`src/rtl/izh_pkg.sv`:
```
// Shared definitions for the spiking-neuron datapath: default word width,
// accumulator FSM states and signed saturation limits.
package izh_pkg;

    localparam int IZH_WIDTH = 16;

    typedef enum logic {
        ST_ACCUM = 1'b0,
        ST_FLUSH = 1'b1
    } synacc_state_t;

    function automatic logic signed [63:0] izh_sat_max(input int w);
        return (64'sd1 <<< (w - 1)) - 64'sd1;
    endfunction

    function automatic logic signed [63:0] izh_sat_min(input int w);
        return -(64'sd1 <<< (w - 1));
    endfunction

    localparam logic signed [IZH_WIDTH-1:0] IZH_SAT_MAX = IZH_WIDTH'(izh_sat_max(IZH_WIDTH));
    localparam logic signed [IZH_WIDTH-1:0] IZH_SAT_MIN = IZH_WIDTH'(izh_sat_min(IZH_WIDTH));

endpackage

```
`src/rtl/synacc_add.sv`:
```
// Signed WIDTH-bit adder with overflow flag; clamps to the signed range when
// SYNACC_SATURATE_EN is defined, otherwise wraps modulo 2^WIDTH.
module synacc_add
    import izh_pkg::*;
#(
    parameter int WIDTH = IZH_WIDTH
) (
    input  logic [WIDTH-1:0] i_a,
    input  logic [WIDTH-1:0] i_b,
    output logic [WIDTH-1:0] o_sum,
    output logic             o_ovf
);

    logic signed [WIDTH-1:0] w_a;
    logic signed [WIDTH-1:0] w_b;
    logic signed [WIDTH-1:0] w_raw;

    assign w_a   = i_a;
    assign w_b   = i_b;
    assign w_raw = w_a + w_b;

    // Overflow only when both operands share a sign the raw sum does not.
    assign o_ovf = (w_a[WIDTH-1] == w_b[WIDTH-1]) && (w_raw[WIDTH-1] != w_a[WIDTH-1]);

`ifdef SYNACC_SATURATE_EN
    localparam logic signed [WIDTH-1:0] L_MAX = WIDTH'(izh_sat_max(WIDTH));
    localparam logic signed [WIDTH-1:0] L_MIN = WIDTH'(izh_sat_min(WIDTH));

    assign o_sum = !o_ovf ? w_raw : (w_a[WIDTH-1] ? L_MIN : L_MAX);
`else
    assign o_sum = w_raw;
`endif

endmodule

```
`src/rtl/synapse_accumulator.sv`:
```
// Accumulates weighted spikes per timestep into two current channels and
// flushes them to the decay stage with a one-cycle write. Option: SYNACC_SATURATE_EN.
module synapse_accumulator
    import izh_pkg::*;
#(
    parameter int WIDTH = IZH_WIDTH,
    parameter int CNT_W = 8
) (
    input  logic             clk,
    input  logic             rst,
    input  logic             spike_valid,
    output logic             spike_ready,
    input  logic             spike_chan,
    input  logic [WIDTH-1:0] spike_weight,
    input  logic             step,
    output logic             write,
    output logic [WIDTH-1:0] curr_out1,
    output logic [WIDTH-1:0] curr_out2,
    output logic [CNT_W-1:0] spike_cnt,
    output logic             ovf
);

    synacc_state_t r_state;
    synacc_state_t w_next_state;

    logic signed [WIDTH-1:0] r_acc1;
    logic signed [WIDTH-1:0] r_acc2;
    logic signed [WIDTH-1:0] r_curr1;
    logic signed [WIDTH-1:0] r_curr2;
    logic [CNT_W-1:0]        r_cnt;
    logic [CNT_W-1:0]        r_spike_cnt;
    logic                    r_pending;
    logic                    r_ovf;

    logic                    w_ready;
    logic                    w_write;
    logic                    w_accept;
    logic                    w_flush;
    logic [WIDTH-1:0]        w_sum1;
    logic [WIDTH-1:0]        w_sum2;
    logic                    w_ovf1;
    logic                    w_ovf2;
    logic signed [WIDTH-1:0] w_acc1_nxt;
    logic signed [WIDTH-1:0] w_acc2_nxt;
    logic [CNT_W-1:0]        w_cnt_nxt;
    logic                    w_add_ovf;

    synacc_add #(.WIDTH(WIDTH)) u_add1 (
        .i_a   (r_acc1),
        .i_b   (spike_weight),
        .o_sum (w_sum1),
        .o_ovf (w_ovf1)
    );

    synacc_add #(.WIDTH(WIDTH)) u_add2 (
        .i_a   (r_acc2),
        .i_b   (spike_weight),
        .o_sum (w_sum2),
        .o_ovf (w_ovf2)
    );

    assign w_accept   = spike_valid && w_ready;
    assign w_flush    = (r_state == ST_ACCUM) && (step || r_pending);
    assign w_acc1_nxt = (w_accept && !spike_chan) ? w_sum1 : r_acc1;
    assign w_acc2_nxt = (w_accept &&  spike_chan) ? w_sum2 : r_acc2;
    assign w_cnt_nxt  = (w_accept && (r_cnt != {CNT_W{1'b1}})) ? r_cnt + 1'b1 : r_cnt;
    assign w_add_ovf  = w_accept && (spike_chan ? w_ovf2 : w_ovf1);

    always_comb begin
        w_next_state = r_state;
        w_ready      = 1'b0;
        w_write      = 1'b0;
        case (r_state)
            ST_ACCUM: begin
                // Reset holds the state in ACCUM, so ready must be masked explicitly.
                w_ready = !rst;
                if (w_flush) begin
                    w_next_state = ST_FLUSH;
                end
            end
            ST_FLUSH: begin
                w_write      = 1'b1;
                w_next_state = ST_ACCUM;
            end
            default: w_next_state = ST_ACCUM;
        endcase
    end

    always_ff @(posedge clk or posedge rst) begin
        if (rst) begin
            r_state     <= ST_ACCUM;
            r_acc1      <= '0;
            r_acc2      <= '0;
            r_cnt       <= '0;
            r_curr1     <= '0;
            r_curr2     <= '0;
            r_spike_cnt <= '0;
            r_pending   <= 1'b0;
            r_ovf       <= 1'b0;
        end else begin
            r_state <= w_next_state;
            r_ovf   <= r_ovf | w_add_ovf;
            if (w_flush) begin
                r_curr1     <= w_acc1_nxt;
                r_curr2     <= w_acc2_nxt;
                r_spike_cnt <= w_cnt_nxt;
                r_acc1      <= '0;
                r_acc2      <= '0;
                r_cnt       <= '0;
                r_pending   <= 1'b0;
            end else begin
                r_acc1 <= w_acc1_nxt;
                r_acc2 <= w_acc2_nxt;
                r_cnt  <= w_cnt_nxt;
            end
            // A step landing on the flush cycle is deferred to the next ACCUM cycle.
            if ((r_state == ST_FLUSH) && step) begin
                r_pending <= 1'b1;
            end
        end
    end

    assign spike_ready = w_ready;
    assign write       = w_write;
    assign curr_out1   = r_curr1;
    assign curr_out2   = r_curr2;
    assign spike_cnt   = r_spike_cnt;
    assign ovf         = r_ovf;

endmodule

```
`config.mk`:
```
export PLATFORM = sky130hd
export DESIGN_NAME = synapse_accumulator
export DESIGN_NICKNAME = d
export VERILOG_FILES = /design/src/rtl/izh_pkg.sv /design/src/rtl/synacc_add.sv /design/src/rtl/synapse_accumulator.sv
export SDC_FILE = /design/constraint.sdc
export NUM_CORES = 1
export LEC_CHECK = 0
export BUFFER_PORTS_ARGS = -buffer_cell sky130_fd_sc_hd__buf_2
export CAP_MARGIN = 20
export CORE_MARGIN = 3
export CORE_UTILIZATION = 52
export DETAILED_ROUTE_END_ITERATION = 8
export GPL_TIMING_DRIVEN = 0
export HOLD_SLACK_MARGIN = 0.02
export PLACE_DENSITY = 0.76
export SETUP_SLACK_MARGIN = 0.3
export SYNTH_ARGS = -nofsm -noshare
export SYNTH_HDL_FRONTEND = slang
export SYNTH_SLANG_ARGS = --single-unit
```
`constraint.sdc`:
```
create_clock -name clk -period 2.44 [get_ports clk]
set_input_delay 0.488 -clock clk [delete_from_list [all_inputs] [get_ports clk]]
set_output_delay 0.488 -clock clk [all_outputs]
set_load 0.05 [all_outputs]
```
Word level (Yosys, flattened, before mapping)
Cells that the tools add are included.
Cells by class
  reductions and logical operators: 13
  $add $sub $neg: 3
  equality and inequality tests: 5
  shift-type cells: 0
  div/mod/pow operators: 0
  muxes and demuxes: 13
  bitwise gates (word level): 2
  multipliers: 0
  $lt $le $gt $ge: 0
Operator list (count)
  $mux 16: 4
  $add 16x16->16: 2
  $mux 8: 2
  $logic_and 1x1->1: 9
  $add 8x1->8 const B: 1
  $ne 8x8->1 const B: 1
  $mux 1: 6
  $eq 1x1->1: 2
  $logic_not 1->1: 2
  $ne 1x1->1: 2
  $pmux 1 s2: 1
  $reduce_bool 2->1: 1
  $logic_or 1x1->1: 1
  $not 1->1: 1
  $or 1x1->1: 1
Word-level totals
  logic and storage cells: 45
  memory bits (read-only): 0
  register bits: 83
  bits in latches: 0
  RAM bits: 0
  input port bits: 21
  memories kept: 0

Longest topological paths before layout
Gate-level depths: netlist (run 1).
  word-level depth: 6
  depth in mapped cells: 10
  depth with buffers taken out: 10

Cells and area by module
Synthesis (run 1) repeated with hierarchy kept, for this count alone.
Unflattened totals
  cell total of the unflattened synthesis: 490
  area total of the unflattened synthesis: 4795.8 um2
By module, submodules not included
  synapse_accumulator: area an instance 3304.4 um2, instances 1, cells an instance 289, seq. area each 2077.0 um2
  synacc_add (u_add2): area an instance 794.5 um2, instances 1, cells an instance 108, seq. area each 0.0 um2
  synacc_add (u_add1): area an instance 696.9 um2, instances 1, cells an instance 93, seq. area each 0.0 um2

Least setup slack after synthesis (run 1)
No wires, ideal clock.
  path type: input to register
  from: input spike_weight[0]
  to: register r_curr2[14], in the netlist curr_out2[14]
  path slack: -0.292 ns
  library setup time: 0.125 ns
  arrival time: 2.607 ns
  data required time: 2.315 ns
  cell stages on the path: 10
  path through: ha_1 > fa_1 > a21oi_1 > o221ai_1 > a41oi_1 > inv_2 > a311oi_1 > xor2_1 > o21ai_1 > mux2_2
Between the ends
  word-level cells in the longest chain between the ends: 2
Ends and longest elaborated chain
  start: declaration: line synapse_accumulator.sv:14  | input logic [WIDTH-1:0] spike_weight,
  $add 16x16->16: line synacc_add.sv:20  | assign w_raw = w_a + w_b;
  $mux 16: line synapse_accumulator.sv:65  | assign w_acc2_nxt = (w_accept && spike_chan) ? w_sum2 : r_acc2;
  end signal: assignment: line synapse_accumulator.sv:105  | r_curr2 <= w_acc2_nxt;
  end: declaration: line synapse_accumulator.sv:29  | logic signed [WIDTH-1:0] r_curr2;
Every way passes these cells.
A chain may end at the register's enable or synchronous reset.

Worst setup path in the final report (run 1)
  from: register r_acc2[7]
  to: register r_curr2[15], in the netlist curr_out2[15]
Between the ends
  word-level cells in the longest chain between the ends: 2
Ends and longest elaborated chain
  start: declaration: line synapse_accumulator.sv:27  | logic signed [WIDTH-1:0] r_acc2;
  start signal: assignment: line synapse_accumulator.sv:113  | r_acc2 <= w_acc2_nxt;
  $add 16x16->16: line synacc_add.sv:20
  $mux 16: line synapse_accumulator.sv:65
Every way passes these cells.

==> results of run 1 <==
power by group:
group / leakage, nW / switching, mW / total [mW] / internal [mW]
Combinational: 1.77 / 1.16 / 1.72 / 0.558
Sequential: 1.13 / 0.117 / 1.67 / 1.56
Clock: 0.123 / 0.538 / 1.25 / 0.710
Total: 3.02 / 1.82 / 4.64 / 2.82
layer usage:
metal | share of wire, % | vias to the layer above | global-route usage [%]
met4 | 2.7 | 0 | 11.8
met1 | 42 | 2037 | 32.5
li1 | - | 1947 | -
met2 | 50 | 161 | 40.7
met3 | 5.2 | 33 | 5.26
met5 | 0 | - | 0
state kept, by name (all words and copies together), names as in the netlist:
register	flops
r_state	1
curr_out2	16
r_cnt	8
r_acc1	16
r_acc2	16
ovf	1
curr_out1	16
spike_cnt	8
r_pending	1
kinds of logic after synthesis:
logic type | count (synthesis) | synth area share, %
and+or+nand+nor | 176 | 17.1
AOI/OAI and AO/OA | 121 | 16.4
DFF | 83 | 45.8
adders and majority gates | 33 | 9.44
xor gates and xnor gates | 29 | 5.60
buffers and inverters | 28 | 2.32
muxes | 15 | 3.34
worst paths after layout:
check	start	slack, ns	end	depth (start not counted)
setup / recovery	r_acc2[7]$_DFF_PP0_	-0.26	curr_out2[15]$_DFFE_PP0P_	8
hold / removal	rst	0.1	curr_out2[12]$_DFFE_PP0P_	2
setup reg to reg	r_acc2[7]$_DFF_PP0_	-0.26	curr_out2[15]$_DFFE_PP0P_	8
hold reg to reg	curr_out2[5]$_DFFE_PP0P_	0.48	curr_out2[5]$_DFFE_PP0P_	2
max in group asynchronous	rst	1.86	r_acc1[1]$_DFF_PP0_	3
min in group clk	step	0.39	r_pending$_DFFE_PP0P_	3
critical path: stages (launching register included):
cell and delay [ns]:
sky130_fd_sc_hd__dfrtp_1 0.40, sky130_fd_sc_hd__ha_1 0.35, sky130_fd_sc_hd__a21oi_1 0.20, sky130_fd_sc_hd__nand2_1 0.10
sky130_fd_sc_hd__a221o_1 0.39, sky130_fd_sc_hd__a311o_1 0.32, sky130_fd_sc_hd__o211a_1 0.24, sky130_fd_sc_hd__or4_4 0.43
sky130_fd_sc_hd__a31oi_2 0.19
repair_timing:
action                     CTS  global route
pin swaps                   34            37
buffers inserted            25            13
setup endpoints to repair   56            67
hold buffers                 0             0
gates resized for setup     38            55
through the flow:
stage	hold slack, ns	area (µm²)	TNS (ns)	setup WS, ns	power [mW]
after floorplan	0.467	4700	-0.365	-0.140	2.80
after global placement	0.440	5140	-5.30	-0.495	3.12
after detailed placement	0.464	5180	-6.31	-0.528	3.17
after CTS	0.0887	5770	-1.31	-0.217	4.50
after global routing	0.101	6120	-3.72	-0.329	4.85
final	0.0984	6120	-2.20	-0.257	4.64
synth_stat cells, types with 9 or more instances:
master	number	area, µm²
sky130_fd_sc_hd__nor3_1	11	55.1
sky130_fd_sc_hd__xor2_1	15	131
sky130_fd_sc_hd__a21o_1	9	67.6
sky130_fd_sc_hd__o21ai_0	30	150
sky130_fd_sc_hd__a31oi_1	9	56.3
sky130_fd_sc_hd__dfrtp_1	83	2080
sky130_fd_sc_hd__ha_1	31	388
sky130_fd_sc_hd__o21ai_1	12	60.1
sky130_fd_sc_hd__clkbuf_1	17	63.8
sky130_fd_sc_hd__nor2_1	65	244
sky130_fd_sc_hd__nand3_1	13	65.1
sky130_fd_sc_hd__nand2_1	55	206
sky130_fd_sc_hd__xnor2_1	14	123
sky130_fd_sc_hd__and3_1	10	62.6
sky130_fd_sc_hd__mux2i_1	14	140
sky130_fd_sc_hd__a21oi_1	33	165
area by class of cell:
cell class	count	area share, %
multi-input combinational	374	46.6
sequential	83	33.9
timing repair buffer	102	11.3
clock buffer	10	2.25
tap	105	2.15
clock inverter	6	1.82
buffer	19	1.31
inverter	9	0.613
==> insert_results.sql, run 1 <==
INSERT INTO impl_metrics (metric_group, metric, value, unit) VALUES
('grt', 'grt_max_degree', '40', ''),
('place', 'port_buffers', '62', ''),
('synth', 'syn_avg_cell_area', '9.34', 'µm²'),
('place', 'place_inst', '654', ''),
('synth', 'ys_async_sr_fraction', '100', '%'),
('sta', 'slew_violations', '0', ''),
('synth', 'postSynthRegisterBits', '83', ''),
('cts', 'cts_tree', 'built', ''),
('cts', 'cts_num_sinks', '83', ''),
('layout', 'finish.net_count', '652', ''),
('worst_setup_path', 'crit_path_end_kind', 'flip-flop', ''),
('layout', 'multi_input_gate_area_in_the_final_layout', '0.00285', 'mm²'),
('layout', 'drive_above_1_share', '32.7', '%'),
('synth', 'synth_cell_type_count', '50', ''),
('drt', 'drtIter0Drc', '276', ''),
('worst_setup_path', 'worst-endpoint-arrival', '2.98', 'ns'),
('power', 'power.leakage', '3.02', 'nW'),
('drt', 'routed-via-count', '4178', ''),
('worst_setup_path', 'critical_path_peak_fanout', '5', ''),
('sta', 'timing_hold_violations_final', '0', ''),
('floorplan', 'design.portCount', '64', ''),
('grt', 'grt_util_all_layers', '25.2', '%'),
('layout', 'finish.cell_count_without_fillers', '708', ''),
('synth', 'number_of_flops_mapped_to_enable_cells_by_yosys', '0', ''),
('drt', 'detail_route.first_pass.iterations', '5', ''),
('drt', 'route.detailed.vias_per_inst', '5.90', ''),
('place', 'detailedPlacementHpwl', '8220', 'µm'),
('sta', 'clock-skew-final', '0.0105', 'ns'),
('flow_run', 'maxCapViolCount', '0', ''),
('sta', 'unrepaired_setup_endpoints_after_global_routing', 'yes', ''),
('drt', 'remaining_drc_errors', '0', ''),
('layout', 'layout.cells.most_common', 'sky130_fd_sc_hd__dfrtp_1', ''),
('drt', 'route.final.wire_length', '13000', 'µm'),
('layout', 'synthToLayoutAreaGrowth', '35.1', '%'),
('sta', 'period_needed', '2.70', 'ns'),
('floorplan', 'fp.dieArea', '0.00987', 'mm²'),
('drt', 'wl_per_cell', '18.3', 'µm'),
('synth', 'synth_area', '0.00453', 'mm²'),
('layout', 'finish.utilization', '73.4', '%'),
('worst_setup_path', 'setup.worst_path.class', 'reg -> reg', ''),
('cts', 'tritoncts_buffers', '9', ''),
('outcome', 'outcome', 'complete, but fails checks', ''),
('cts', 'cts.htree.levels', '3', ''),
('layout', 'final-seq-area', '0.00208', 'mm²'),
('cts', 'cts.clk_slew.worst_paths', '0.09', 'ns'),
('synth', 'synth-seq-area-share', '45.8', '%'),
('floorplan', 'effective_utilization_at_floorplan', '54.3', '%'),
('outcome', 'failed_checks', 'setup timing', ''),
('sta', 'report.final.setup_viol', '15', ''),
('floorplan', 'floorplan.core_area', '0.00834', 'mm²'),
('synth', 'post_synth_inst_count', '485', ''),
('worst_hold_path', 'min_path_type', 'in -> async', ''),
('worst_setup_path', 'setup.worst_path.start_class', 'flip-flop', ''),
('layout', 'layout_common_cells', 'sky130_fd_sc_hd__dfrtp_1 (82), sky130_fd_sc_hd__buf_2 (64), sky130_fd_sc_hd__nor2_1 (62)', ''),
('sta', 'slew-limit-headroom', '47.6', '%'),
('drt', 'drtAntennaViolNets', '0', ''),
('cts', 'clock_insertion_delay_worst_skew', '0.36', 'ns'),
('grt', 'antenna_found_initial', '0', ''),
('synth', 'ys_warn_count', '0', ''),
('power', 'peakVddDrop', '0.502', 'mV'),
('floorplan', 'placement_rows', '33', ''),
('synth', 'yosys_most_used_dff', 'sky130_fd_sc_hd__dfrtp_1', ''),
('sta', 'worst_pin_slew', '0.784', 'ns'),
('place', 'finalWeightedCongestion', '0.917', ''),
('sta', 'setup_ws', '-0.257', 'ns'),
('power', 'p_per_area', '758', 'mW/mm²'),
('layout', 'fillerInstances', '572', ''),
('cts', 'clk_path_buf_depth', '2', ''),
('sta', 'fmaxAchievable', '371', 'MHz'),
('cts', 'cts_root_buf', 'sky130_fd_sc_hd__clkbuf_8', ''),
('grt', 'grt.overflow.total', '0', ''),
('grt', 'first_global_vias', '4162', ''),
('layout', 'antenna_cells', '0', ''),
('floorplan', 'fp.dieW', '99.4', 'µm'),
('floorplan', 'die_h', '99.4', 'µm'),
('worst_setup_path', 'cp_data_required_time', '2.72', 'ns'),
('grt', 'global_route_wire_length_before_repair', '19800', 'µm'),
('synth', 'postSynthNetCount', '539', ''),
('sta', 'layout_worst_path_cycle_share', '111', '%');
(Power assumes the default switching activity.)
==> run 2, diff against run 1 <==
- CORE_UTILIZATION: 52 -> 54
- clock period: 2.44 -> 3.41 ns (I/O delays scaled with it)
==> run 2 against run 1 <==
Net effect:
- the run now ends clean
- non-clock buffer count fell by 39
- critical path depth rose by 3
- worst hold slack improved by 0.14 ns
- clock power fell by 36%
- combinational power fell by 41%
- count of clock-buffer cells in the layout rose by 1
- cell area fell by 15%
- via count fell by 7.3%
- routed wire length fell by 17%
- total power fell by 35%
- final cell count fell by 6.1%
- critical endpoint is now curr_out2[14]$_DFFE_PP0P_
==> insert_results.sql, run 2 (synthesis gave the netlist of run 1 again) <==
INSERT INTO impl_metrics (metric_group, metric, value, unit) VALUES
('floorplan', 'placement_rows', '32', ''),
('power', 'power_frac_clock', '26.7', '%'),
('grt', 'antenna_found_initial', '0', ''),
('flow_run', 'maxCapViolCount', '0', ''),
('cts', 'tritoncts_buffers', '9', ''),
('cts', 'postCtsSetupRepairBufs', '0', ''),
('layout', 'synthToLayoutAreaGrowth', '15.5', '%'),
('cts', 'cts_num_sinks', '83', ''),
('sta', 'unrepaired_setup_endpoints_after_global_routing', 'no', ''),
('floorplan', 'fp.dieArea', '0.00953', 'mm²'),
('sta', 'slew-limit-headroom', '45.4', '%'),
('power', 'p_per_area', '577', 'mW/mm²'),
('sta', 'slew_violations', '0', ''),
('layout', 'antenna_cells', '0', ''),
('worst_hold_path', 'min_path_type', 'in -> async', ''),
('worst_setup_path', 'crit-reg2reg-capture', 'curr_out2[14]$_DFFE_PP0P_', ''),
('floorplan', 'die_h', '97.6', 'µm'),
('worst_setup_path', 'startpoint', 'spike_weight[0]', ''),
('floorplan', 'floorplan.core_area', '0.00793', 'mm²'),
('grt', 'grt.overflow.total', '0', ''),
('outcome', 'outcome', 'complete, no violations', ''),
('grt', 'global_route_wire_length_before_repair', '18300', 'µm'),
('worst_setup_path', 'setup.worst_path.start_class', 'input port', ''),
('layout', 'final-seq-area', '0.00208', 'mm²'),
('drt', 'route.final.wire_length', '10800', 'µm'),
('drt', 'routed-via-count', '3871', ''),
('layout', 'fillerInstances', '681', ''),
('drt', 'wl_per_cell', '16.3', 'µm'),
('drt', 'route.detailed.vias_per_inst', '5.82', ''),
('worst_setup_path', 'cp_data_required_time', '3.66', 'ns'),
('layout', 'layout_common_cells', 'sky130_fd_sc_hd__dfrtp_1 (83), sky130_fd_sc_hd__nor2_1 (65), sky130_fd_sc_hd__buf_2 (62)', ''),
('cts', 'clk_path_buf_depth', '2', ''),
('worst_setup_path', 'critical_path_peak_fanout', '3', ''),
('place', 'detailedPlacementHpwl', '8010', 'µm'),
('place', 'port_buffers', '62', ''),
('sta', 'clock-skew-final', '0.00942', 'ns'),
('power', 'power.switching_fraction', '38.8', '%'),
('worst_setup_path', 'setup.worst_path.class', 'in -> reg', ''),
('sta', 'report.final.setup_viol', '0', ''),
('power', 'power.net_switching', '1.17', 'mW'),
('grt', 'first_global_vias', '3827', ''),
('grt', 'grt_util_all_layers', '23.3', '%'),
('sta', 'layout_worst_path_cycle_share', '85.7', '%'),
('power', 'peakVddDrop', '0.312', 'mV'),
('drt', 'remaining_drc_errors', '0', ''),
('worst_setup_path', 'crit_path_end_kind', 'flip-flop', ''),
('sta', 'period_needed', '2.92', 'ns'),
('place', 'dpl_cell_area', '0.00500', 'mm²'),
('power', 'internal_power_contribution', '1.85', 'mW'),
('layout', 'multi_input_gate_area_in_the_final_layout', '0.00236', 'mm²'),
('layout', 'finish.utilization', '66.0', '%'),
('floorplan', 'design.portCount', '64', ''),
('cts', 'cts.clk_slew.worst_paths', '0.09', 'ns'),
('sta', 'timing_hold_violations_final', '0', ''),
('cts', 'cts.htree.levels', '3', ''),
('power', 'power.leakage', '2.70', 'nW'),
('worst_setup_path', 'worst-endpoint-arrival', '3.17', 'ns'),
('power', 'power.sequential.fraction', '39.3', '%'),
('place', 'finalWeightedCongestion', '0.967', ''),
('sta', 'finalSetupTns', '0', 'ns'),
('drt', 'drtIter0Drc', '180', ''),
('sta', 'fmaxAchievable', '342', 'MHz'),
('grt', 'grt_max_degree', '73', ''),
('layout', 'finish.cell_count_without_fillers', '665', ''),
('layout', 'drive_above_1_share', '15.3', '%'),
('layout', 'final_cell_area', '0.00523', 'mm²'),
('drt', 'drtAntennaViolNets', '0', ''),
('floorplan', 'fp.dieW', '97.6', 'µm'),
('worst_setup_path', 'timing.reg2reg.setup_slack', '0.55', 'ns'),
('sta', 'worst_pin_slew', '0.815', 'ns'),
('drt', 'detail_route.first_pass.iterations', '4', ''),
('layout', 'finish.net_count', '613', ''),
('cts', 'cts_root_buf', 'sky130_fd_sc_hd__clkbuf_8', ''),
('place', 'place_inst', '650', ''),
('layout', 'layout.cells.most_common', 'sky130_fd_sc_hd__dfrtp_1', ''),
('floorplan', 'effective_utilization_at_floorplan', '57.2', '%'),
('power', 'power.combinational.fraction', '34.0', '%'),
('worst_setup_path', 'reg2reg_depth', '10', ''),
('cts', 'cts_tree', 'built', ''),
('worst_setup_path', 'r2r_start', 'r_acc2[0]$_DFF_PP0_', ''),
('cts', 'clock_insertion_delay_worst_skew', '0.36', 'ns');
## run 2: cell count changes in the layout (fill, tap and decap cells not counted), moves of 13 or more
cell,delta
sky130_fd_sc_hd__ha_1,+14
sky130_fd_sc_hd__ha_4,-13
sky130_fd_sc_hd__o21ai_0,+13
sky130_fd_sc_hd__a21oi_1,+17
sky130_fd_sc_hd__buf_4,-23
sky130_fd_sc_hd__buf_6,-15
## run 2: power by group through the flow
stage                     Clock (mW)  Sequential [mW]  Combinational, mW
after floorplan                    0             1.52              0.451
after global placement             0             1.20              0.994
after detailed placement           0             1.21               1.02
after CTS                      0.818             1.19               1.03
after global routing           0.859             1.20               1.11
final                          0.806             1.19               1.02
## run 2: how the worst max path moves through the flow
stage,end,slack [ns],cells after the start
global route,curr_out1[14]$_DFFE_PP0P_,0.36,11
detailed placement,curr_out2[14]$_DFFE_PP0P_,0.07,11
global placement,curr_out2[9]$_DFFE_PP0P_,-0.36,2
finish,curr_out2[14]$_DFFE_PP0P_,0.49,11
floorplan,curr_out2[14]$_DFFE_PP0P_,0.48,10
CTS,curr_out2[14]$_DFFE_PP0P_,0.43,11
## run 2: final cells by class
class / count / area share [%]
Clock inverter: 4 / 1.41
Clock buffer: 11 / 2.89
Tap cell: 102 / 2.44
Inverter: 9 / 0.693
Buffer: 19 / 1.36
Sequential cell: 83 / 39.7
Multi-Input combinational cell: 374 / 45.1
Timing Repair Buffer: 63 / 6.46
## run 2: through the flow
| stage | hold slack (ns) | worst slack, ns | power (mW) |
|---|---|---|---|
| floorplan | 0.467 | 0.484 | 1.97 |
| global placement | 0.441 | -0.361 | 2.19 |
| detailed placement | 0.465 | 0.0673 | 2.23 |
| CTS | 0.238 | 0.428 | 3.03 |
| global route | 0.245 | 0.355 | 3.17 |
| finish | 0.239 | 0.488 | 3.02 |
## run 2: critical path, stage by stage
cell and delay (ns):
sky130_fd_sc_hd__buf_2 0.11, sky130_fd_sc_hd__ha_1 0.22, sky130_fd_sc_hd__fa_1 0.42, sky130_fd_sc_hd__a21oi_1 0.27, sky130_fd_sc_hd__o221ai_1 0.24, sky130_fd_sc_hd__a41oi_2 0.31
sky130_fd_sc_hd__inv_2 0.06, sky130_fd_sc_hd__a311oi_1 0.32, sky130_fd_sc_hd__xor2_1 0.17, sky130_fd_sc_hd__o21ai_1 0.09, sky130_fd_sc_hd__mux2_2 0.28
## run 2: metal layers
layer / wire, µm / global-route usage (%) / up-vias
met2: 5180 / 37.8 / 92
met3: 541 / 4.67 / 16
met1: 4910 / 31.2 / 1894
met4: 182 / 7.99 / 0
met5: 0 / 0 / -
li1: - / - / 1869
## run 2: timing repair
action                     CTS  global route
hold buffers                 0             0
setup endpoints to repair    0             1
resized for setup            0             1
==> run 3, diff against run 2 <==
- CORE_MARGIN: 3 -> 2
- clock period: 3.41 -> 3.8 ns (I/O delays scaled with it)
==> run 3 against run 2 <==
Net effect:
- sequential cell count did not move
- global-route usage rose by 2.3 points
- sequential share of layout area fell by 0.26 points
- largest cell class unchanged
- highest routed layer unchanged
==> insert_results.sql, run 3 (synthesis gave the netlist of run 1 again) <==
INSERT INTO impl_metrics (metric_group, metric, value, unit) VALUES
('outcome', 'outcome', 'complete, no violations', ''),
('worst_setup_path', 'cp_data_required_time', '4.04', 'ns'),
('drt', 'route.detailed.vias_per_inst', '5.73', ''),
('cts', 'cts.clk_slew.worst_paths', '0.09', 'ns'),
('place', 'finalWeightedCongestion', '0.932', ''),
('drt', 'detail_route.first_pass.iterations', '4', ''),
('layout', 'antenna_cells', '0', ''),
('power', 'peakVddDrop', '0.334', 'mV'),
('sta', 'report.final.setup_viol', '0', ''),
('sta', 'timing_hold_violations_final', '0', ''),
('layout', 'layout_common_cells', 'sky130_fd_sc_hd__dfrtp_1 (83), sky130_fd_sc_hd__nor2_1 (65), sky130_fd_sc_hd__buf_2 (62)', ''),
('sta', 'slew-limit-headroom', '40.9', '%'),
('sta', 'clock-skew-final', '0.0153', 'ns'),
('sta', 'unrepaired_setup_endpoints_after_global_routing', 'no', ''),
('grt', 'grt_max_degree', '70', ''),
('sta', 'worst_hold_slack', '0.331', 'ns'),
('place', 'port_buffers', '62', ''),
('flow_run', 'maxCapViolCount', '0', ''),
('layout', 'drive_above_1_share', '15.1', '%'),
('cts', 'tritoncts_buffers', '9', ''),
('drt', 'remaining_drc_errors', '0', ''),
('place', 'dpl_cell_area', '0.00500', 'mm²'),
('cts', 'cts_root_buf', 'sky130_fd_sc_hd__clkbuf_8', ''),
('drt', 'route.final.wire_length', '10800', 'µm'),
('worst_hold_path', 'min_path_type', 'in -> async', ''),
('worst_setup_path', 'crit_path_end_kind', 'flip-flop', ''),
('drt', 'drtAntennaViolNets', '0', ''),
('floorplan', 'die_h', '95.6', 'µm'),
('worst_setup_path', 'worst-endpoint-arrival', '3.31', 'ns'),
('sta', 'fmaxAchievable', '326', 'MHz'),
('power', 'internal_power_contribution', '1.76', 'mW'),
('layout', 'finish.net_count', '613', ''),
('cts', 'cts_num_sinks', '83', ''),
('power', 'power.sequential.fraction', '37.7', '%'),
('layout', 'fillerInstances', '689', ''),
('worst_setup_path', 'setup.worst_path.start_class', 'input port', ''),
('grt', 'grt.overflow.total', '0', ''),
('worst_setup_path', 'r2r_start', 'r_acc2[0]$_DFF_PP0_', ''),
('grt', 'global_route_wire_length_before_repair', '18000', 'µm'),
('cts', 'postCtsHoldBufs', '0', ''),
('layout', 'finish.utilization', '64.4', '%'),
('power', 'p_per_area', '537', 'mW/mm²'),
('worst_setup_path', 'setup.worst_path.class', 'in -> reg', ''),
('power', 'power_frac_clock', '29.8', '%'),
('drt', 'drtIter0Drc', '183', ''),
('floorplan', 'floorplan.core_area', '0.00818', 'mm²'),
('sta', 'worst_pin_slew', '0.883', 'ns'),
('drt', 'routed-via-count', '3833', ''),
('sta', 'period_needed', '3.07', 'ns'),
('layout', 'final_cell_area', '0.00527', 'mm²'),
('worst_setup_path', 'critical_path_peak_fanout', '3', ''),
('cts', 'cts_tree', 'built', ''),
('power', 'power.net_switching', '1.07', 'mW'),
('place', 'detailedPlacementHpwl', '8050', 'µm'),
('power', 'power_consumption', '2.83', 'mW'),
('layout', 'synthToLayoutAreaGrowth', '16.2', '%'),
('floorplan', 'fp.dieArea', '0.00914', 'mm²'),
('worst_setup_path', 'crit-reg2reg-capture', 'curr_out2[14]$_DFFE_PP0P_', ''),
('grt', 'antenna_found_initial', '0', ''),
('sta', 'finalSetupTns', '0', 'ns'),
('layout', 'layout.cells.most_common', 'sky130_fd_sc_hd__dfrtp_1', ''),
('worst_setup_path', 'reg2reg_depth', '10', ''),
('cts', 'clock_insertion_delay_worst_skew', '0.35', 'ns'),
('cts', 'cts.htree.levels', '3', ''),
('power', 'power.leakage', '2.71', 'nW'),
('worst_setup_path', 'timing.reg2reg.setup_slack', '0.88', 'ns'),
('floorplan', 'fp.dieW', '95.6', 'µm'),
('sta', 'layout_worst_path_cycle_share', '80.8', '%'),
('floorplan', 'placement_rows', '33', ''),
('cts', 'postCtsSetupRepairBufs', '0', ''),
('floorplan', 'design.portCount', '64', ''),
('power', 'power.switching_fraction', '37.8', '%'),
('layout', 'final-seq-area', '0.00208', 'mm²'),
('layout', 'multi_input_gate_area_in_the_final_layout', '0.00235', 'mm²'),
('sta', 'slew_violations', '0', ''),
('cts', 'clk_path_buf_depth', '2', ''),
('floorplan', 'effective_utilization_at_floorplan', '55.4', '%'),
('worst_setup_path', 'startpoint', 'spike_weight[0]', ''),
('grt', 'first_global_vias', '3795', ''),
('drt', 'wl_per_cell', '16.1', 'µm'),
('worst_setup_path', 'setup.worst_path.end', 'curr_out2[14]$_DFFE_PP0P_', ''),
('power', 'power.combinational.fraction', '32.5', '%'),
('grt', 'grt_util_all_layers', '25.6', '%'),
('cts', 'cts-resized-gates', '0', '');
-- run 3: cell count changes in the layout (fill, tap and decap cells not counted) --
cell                         change
sky130_fd_sc_hd__a41oi_1         +1
sky130_fd_sc_hd__a41oi_2         -1
sky130_fd_sc_hd__bufinv_16       +2
sky130_fd_sc_hd__clkbuf_1        +1
sky130_fd_sc_hd__clkbuf_8        -2
sky130_fd_sc_hd__clkinv_2        -1
sky130_fd_sc_hd__clkinv_4        -1
sky130_fd_sc_hd__clkinvlp_4      +1
sky130_fd_sc_hd__inv_6           +1
-- run 3: metrics by stage --
stage                     instances  worst slack (ns)
final                           669             0.729
after global routing            669             0.572
after CTS                       669             0.730
after detailed placement        653             0.387
after global placement          652           -0.0199
after floorplan                 485             0.796
-- run 3: power by group through the flow --
stage	Clock (mW)	Sequential, mW	Combinational [mW]
final	0.841	1.07	0.919
after global routing	0.886	1.08	1.01
after CTS	0.843	1.07	0.921
after detailed placement	0	1.09	0.917
after global placement	0	1.08	0.890
after floorplan	0	1.36	0.405
-- run 3: layer usage --
| metal | wire [µm] | track usage [%] | vias up | share of wire, % |
|---|---|---|---|---|
| li1 | - | - | 1861 | - |
| met1 | 4800 | 34.0 | 1882 | 45 |
| met2 | 5290 | 42.5 | 75 | 49 |
| met3 | 446 | 4.35 | 15 | 4.1 |
| met4 | 243 | 8.93 | 0 | 2.3 |
| met5 | 0 | 0 | - | 0 |
-- run 3: worst min path at each step --
stage	start	to	slack (ns)
3_5_place_dp	curr_out1[7]$_DFFE_PP0P_	curr_out1[7]$_DFFE_PP0P_	0.47
3_3_place_gp	ovf$_DFF_PP0_	ovf$_DFF_PP0_	0.44
5_1_grt	rst	spike_cnt[0]$_DFFE_PP0P_	0.34
4_1_cts	rst	spike_cnt[0]$_DFFE_PP0P_	0.33
2_1_floorplan	r_pending$_DFFE_PP0P_	r_pending$_DFFE_PP0P_	0.47
6_report	rst	curr_out1[14]$_DFFE_PP0P_	0.33
-- run 3: worst max-delay path: stages --
cell	delay, ns
sky130_fd_sc_hd__buf_2	0.12
sky130_fd_sc_hd__ha_1	0.22
sky130_fd_sc_hd__fa_1	0.41
sky130_fd_sc_hd__a21oi_1	0.26
sky130_fd_sc_hd__o221ai_1	0.22
sky130_fd_sc_hd__a41oi_1	0.36
sky130_fd_sc_hd__inv_2	0.06
sky130_fd_sc_hd__a311oi_1	0.33
sky130_fd_sc_hd__xor2_1	0.19
sky130_fd_sc_hd__o21ai_1	0.09
sky130_fd_sc_hd__mux2_2	0.28
-- run 3: layout make-up --
type                            count  share of cell area (%)
Timing Repair Buffer               63                    6.41
Buffer                             19                    1.35
Clock buffer                       10                    2.42
Sequential cell                    83                    39.4
Clock inverter                      6                    2.59
Multi-Input combinational cell    374                    44.6
Tap cell                          105                    2.49
Inverter                            9                   0.689
